`src/rtl/mem_arb_pkg.sv`:
```
// Shared types, constants and the byte-merge helper for the two-port RAM arbiter.
package mem_arb_pkg;

  localparam int unsigned DefAddrW  = 30;
  localparam int unsigned DefDataW  = 32;
  // Widest data path the merge helper handles; narrower words are zero-extended.
  localparam int unsigned MergeMaxW = 64;

  localparam logic PORT_I = 1'b0;
  localparam logic PORT_D = 1'b1;

  typedef enum logic [0:0] {
    StIdle,
    StRmwRd
  } arb_state_e;

  // Replace the bytes of old_word selected by be with the matching bytes of new_word.
  function automatic logic [MergeMaxW-1:0] byte_merge(
    input logic [MergeMaxW-1:0]   old_word,
    input logic [MergeMaxW-1:0]   new_word,
    input logic [MergeMaxW/8-1:0] be
  );
    logic [MergeMaxW-1:0] res;
    res = old_word;
    for (int k = 0; k < int'(MergeMaxW / 8); k++) begin
      if (be[k]) res[8*k +: 8] = new_word[8*k +: 8];
    end
    return res;
  endfunction

endpackage

```
`src/rtl/mem_arb_rr.sv`:
```
// Two-way round-robin picker: a lone requester wins, a tie goes to the port not granted last.
module mem_arb_rr
  import mem_arb_pkg::*;
(
  input  logic [1:0] req,
  input  logic       last,
  input  logic       en,
  output logic [1:0] gnt
);

  // One-hot grant; all zero while the FSM blocks new issues.
  always_comb begin
    gnt = 2'b00;
    if (en) begin
      if (req == 2'b11) begin
        if (last == PORT_I) gnt[PORT_D] = 1'b1;
        else                gnt[PORT_I] = 1'b1;
      end else begin
        gnt = req;
      end
    end
  end

endmodule

```
`src/rtl/mem_arbiter.sv`:
```
// Round-robin arbiter sharing one word-addressed synchronous RAM between the
// instruction-fetch port (I) and the load/store port (D).
// Define MEM_ARB_RMW_EN to honour d_be via a read-modify-write sequence; without it
// every store is a single-cycle full-word write.
module mem_arbiter
  import mem_arb_pkg::*;
#(
  parameter int unsigned ADDR_W = DefAddrW,
  parameter int unsigned DATA_W = DefDataW
) (
  input  logic                clk,
  input  logic                rst_n,
  input  logic                i_req,
  input  logic [ADDR_W-1:0]   i_addr,
  output logic                i_gnt,
  output logic                i_rvalid,
  output logic [DATA_W-1:0]   i_rdata,
  input  logic                d_req,
  input  logic                d_we,
  input  logic [DATA_W/8-1:0] d_be,
  input  logic [ADDR_W-1:0]   d_addr,
  input  logic [DATA_W-1:0]   d_wdata,
  output logic                d_gnt,
  output logic                d_rvalid,
  output logic [DATA_W-1:0]   d_rdata,
  output logic                ram_wren,
  output logic [ADDR_W-1:0]   ram_address,
  output logic [DATA_W-1:0]   ram_data,
  input  logic [DATA_W-1:0]   ram_q
);

  logic [1:0] arb_req, arb_gnt;
  logic       issue_en;
  logic       last_q, last_d;
  logic       i_pend_q, i_pend_d;
  logic       d_pend_q, d_pend_d;

`ifdef MEM_ARB_RMW_EN
  arb_state_e           state_q, state_d;
  logic [MergeMaxW-1:0] old_ext, new_ext, merge_full;
  logic [MergeMaxW/8-1:0] be_ext;
  logic [DATA_W-1:0]    merged;
  logic                 unused_merge;

  assign issue_en = (state_q == StIdle);

  // Widen to the helper's fixed width and merge the held store into the word just read.
  always_comb begin
    old_ext = '0;
    new_ext = '0;
    be_ext  = '0;
    old_ext[DATA_W-1:0]   = ram_q;
    new_ext[DATA_W-1:0]   = d_wdata;
    be_ext[DATA_W/8-1:0]  = d_be;
    merge_full            = byte_merge(old_ext, new_ext, be_ext);
    merged                = merge_full[DATA_W-1:0];
  end
  assign unused_merge = ^merge_full;
`else
  logic unused_be;
  assign issue_en  = 1'b1;
  assign unused_be = ^d_be;
`endif

  assign arb_req = {d_req, i_req};

  mem_arb_rr u_rr (
    .req  (arb_req),
    .last (last_q),
    .en   (issue_en),
    .gnt  (arb_gnt)
  );

  // Decode the winning access onto the RAM port and compute grants and next state.
  always_comb begin
    i_gnt       = 1'b0;
    d_gnt       = 1'b0;
    ram_wren    = 1'b0;
    ram_address = '0;
    ram_data    = '0;
    i_pend_d    = 1'b0;
    d_pend_d    = 1'b0;
    last_d      = last_q;
`ifdef MEM_ARB_RMW_EN
    state_d     = state_q;
`endif
    if (arb_gnt[PORT_I]) begin
      ram_address = i_addr;
      i_gnt       = 1'b1;
      i_pend_d    = 1'b1;
      last_d      = PORT_I;
    end else if (arb_gnt[PORT_D]) begin
      if (!d_we) begin
        ram_address = d_addr;
        d_gnt       = 1'b1;
        d_pend_d    = 1'b1;
        last_d      = PORT_D;
`ifdef MEM_ARB_RMW_EN
      end else if (d_be == '0) begin
        // Nothing to write: complete immediately without touching the RAM.
        d_gnt  = 1'b1;
        last_d = PORT_D;
      end else if (&d_be) begin
        ram_address = d_addr;
        ram_wren    = 1'b1;
        ram_data    = d_wdata;
        d_gnt       = 1'b1;
        last_d      = PORT_D;
      end else begin
        // Partial store: fetch the old word now, no grant until the write cycle.
        ram_address = d_addr;
        state_d     = StRmwRd;
      end
`else
      end else begin
        ram_address = d_addr;
        ram_wren    = 1'b1;
        ram_data    = d_wdata;
        d_gnt       = 1'b1;
        last_d      = PORT_D;
      end
`endif
    end
`ifdef MEM_ARB_RMW_EN
    if (state_q == StRmwRd) begin
      ram_address = d_addr;
      ram_wren    = 1'b1;
      ram_data    = merged;
      d_gnt       = 1'b1;
      last_d      = PORT_D;
      state_d     = StIdle;
    end
`endif
  end

  // Arbitration history, read-return flags and FSM state.
  always_ff @(posedge clk or negedge rst_n) begin
    if (!rst_n) begin
      last_q   <= PORT_I;
      i_pend_q <= 1'b0;
      d_pend_q <= 1'b0;
`ifdef MEM_ARB_RMW_EN
      state_q  <= StIdle;
`endif
    end else begin
      last_q   <= last_d;
      i_pend_q <= i_pend_d;
      d_pend_q <= d_pend_d;
`ifdef MEM_ARB_RMW_EN
      state_q  <= state_d;
`endif
    end
  end

  assign i_rvalid = i_pend_q;
  assign d_rvalid = d_pend_q;
  assign i_rdata  = ram_q;
  assign d_rdata  = ram_q;

endmodule

```
`config.mk`:
```
export PLATFORM = sky130hd
export DESIGN_NAME = mem_arbiter
export DESIGN_NICKNAME = d
export VERILOG_FILES = /design/src/rtl/mem_arb_pkg.sv /design/src/rtl/mem_arb_rr.sv /design/src/rtl/mem_arbiter.sv
export SDC_FILE = /design/constraint.sdc
export NUM_CORES = 1
export LEC_CHECK = 0
export CORE_AREA = 2 2 102 104
export DETAILED_ROUTE_END_ITERATION = 16
export DIE_AREA = 0 0 104 106
export SYNTH_ARGS = -nofsm -noshare
export SYNTH_HDL_FRONTEND = slang
export SYNTH_SLANG_ARGS = --single-unit
```
`constraint.sdc`:
```
create_clock -name clk -period 1.65 [get_ports clk]
set_input_delay 0.495 -clock clk [delete_from_list [all_inputs] [get_ports clk]]
set_output_delay 0.495 -clock clk [all_outputs]
set_load 0.01 [all_outputs]
```
==> impl_metrics.yaml <==
place:
  gp_congestion: 0.777
  port-buffer-count: 163
  dp_hpwl_mm: 5.04
finish:
  n_fill_cell: 1031
  nets: 403
  fin_util_pct: 31.8
  syn2layout_area_growth_pct: 161
  antenna_cells: 0
  drive_gt1_share_pct: 58.0
sta:
  grt_setup_unrepaired: "yes"
  fmax_ghz: 0.493
  period_needed_ns: 2.03
  setup-violations-final: 65
  worstMarginPinSlew_ns: 0.198
  setup_ws_ns: -0.378
  finalCritPeriodShare_pct: 123
  hold_viol: 0
  finalMaxSlewViolations: 0
  fin_skew_ns: 0.00225
  slew_headroom_pct: 86.7
cts:
  root_buffer: "clkbuf_8"
  clk_path_buf_depth: 2
  clkSlewWorstSetupHoldPaths_ns: 0.03
  cts_buffers: 3
  clkLatencyLatePin_ns: 0.21
  cts_tree: "built"
  cts_max_level: 1
  cts.sinks: 3
routing:
  drtIter0Drc: 50
  vias: 1679
  vias_per_cell: 4.15
  route.detailed.wl_per_inst_um: 18.7
  dr.pass1.iters: 4
  wl_mm: 7.58
  ant_nets: 0
  drc: 0
global_routing:
  grt_overflow: 0
  grtUsageTotal_pct: 12.8
  antenna_found_initial: 0
  grt_first_pass_wirelength_mm: 10.9
  grt_max_degree: 25
  grt_pass1_vias: 1822
flow_run:
  maxCapViolCount: 0
yosys:
  yosysTopAreaCellShare_pct: 39.5
  post_synth_num_cell_types: 14
  synth_edf_count: 0
  synth_nets: 286
  syn-mean-instance-area_um2: 7.96
  yosysMostFrequentCell: "buf_4"
  ys_seq_area_share_pct: 6.17
  syn_inst: 153
  yosysWarnings: 0
  syn_area_um2: 1220
  synth_ff_type: "dfrtp_1"
  ys_async_sr_fraction_pct: 100
  ys_ff_latch: 3
  yosysTopAreaCell: "buf_4"
  synth.area.top_cells: "buf_4 (39%), a32o_1 (25%), and3_1 (16%)"
  synth_commonest_cells: "buf_4 (64), and3_1 (32), a32o_1 (30), buf_6 (6), clkbuf_1 (6)"
die:
  start_util_pct: 12.2
  dieHeight_um: 106
  die-area_um2: 11000
  coreArea_um2: 10000
  die_w_um: 104
  pin_count: 264
  placementRows: 37
power_and_ir_drop:
  p_leak_nw: 1.43
  p_total_mw: 1.36
  p_per_area_nw_per_um2: 427
  ir_drop_mv: 0.163
critical_path:
  cp-end-kind: "primary output"
  path_class: "in -> out"
  path_max_fanout: 8
  required_ns: 1.15
  start_kind: "input port"
  cp.arrival_ns: 1.53
worst_hold_path:
  hold_path.class: "in -> async"
outcome:
  status: "finished, violations left"
  violations: "negative setup slack"
[layer usage]
layer	wire length, µm	GRT usage (%)	up-vias
met1	2740	13.1	777
met5	0	0	-
met2	3790	23.4	125
met3	742	4.29	34
li1	-	-	743
met4	312	6.18	0
[worst max-delay path, cell delays in order]
cell and delay (ns):
buf_8 0.10, a21boi_4 0.15, buf_4 0.15, clkbuf_16 0.15
buf_4 0.14, a32o_2 0.22, buf_6 0.12
[cell usage in the layout (no fill, tap or decap), drive strengths merged]
master | netlist | final
clkdlybuf4s50 | 0 | 94
buf | 74 | 84
and3 | 32 | 32
a32o | 30 | 30
clkdlybuf4s15 | 0 | 12
clkbuf | 7 | 5
dfrtp | 3 | 3
and2 | 2 | 2
nand2b | 1 | 1
a21boi | 1 | 1
and2b | 1 | 1
inv | 1 | 1
o21ai | 1 | 1
dlymetal6s2s | 0 | 1
dlygate4sd2 | 0 | 1
[repair_timing]
action	4_1_cts	5_1_grt
hold buffers	0	0
pin swaps	9	18
gates resized for setup	302	47
gates cloned	6	1
buffers inserted	15	4
endpoints found under the setup margin	65	65
[power by group]
group          total, mW  leakage, nW  internal (mW)  switching [mW]
sequential        0.0881       0.0375         0.0814         0.00670
combinational       1.06         1.37          0.695           0.362
clock              0.213       0.0228          0.165          0.0480
total               1.36         1.43          0.941           0.416
[kinds of logic after synthesis]
group	share of synthesized area (%)
buffers and inverters	49.2
AO/OA/AOI/OAI	26.0
flip-flops	6.17
AND/OR/NAND/NOR	18.6
[final cells by class]
class,count,area [µm²],area share [%]
repair buffers,193,2160,68.0
flip-flops and latches,3,75.1,2.36
clock buffers,4,45.0,1.42
well taps,136,170,5.35
inverters,1,3.75,0.118
multi-input cells,68,722,22.7
[state kept, by name, indices dropped and copies added (netlist names)]
register  cells
d_rvalid      1
i_rvalid      1
last_q        1
[path summary, 6_finish.rpt]
path	from	end	slack (ns)	cells after the start
setup / recovery	d_req	ram_address[8]	-0.38	7
hold / removal	rst_n	i_rvalid$_DFF_PN0_	0.48	1
setup reg to reg	last_q$_DFFE_PN0P_	d_rvalid$_DFF_PN0_	0.30	6
hold reg to reg	last_q$_DFFE_PN0P_	last_q$_DFFE_PN0P_	0.64	2
max in group asynchronous	rst_n	d_rvalid$_DFF_PN0_	1.01	1
min in group clk	last_q$_DFFE_PN0P_	last_q$_DFFE_PN0P_	0.64	2
[stage by stage]
step	cell area (µm²)	std cells	setup WS, ns	setup TNS, ns	hold WS (ns)
final	3180	405	-0.378	-19.76	0.477
after global routing	3180	405	-0.416	-22.22	0.485
after CTS	3050	405	-0.432	-20.92	0.468
after detailed placement	2640	380	-1.07	-66.38	0.581
after global placement	2640	380	-1.05	-65.81	0.590
after floorplan	1320	153	-0.0399	-0.860	0.199
No activity file was read; power rests on OpenSTA's default activity.
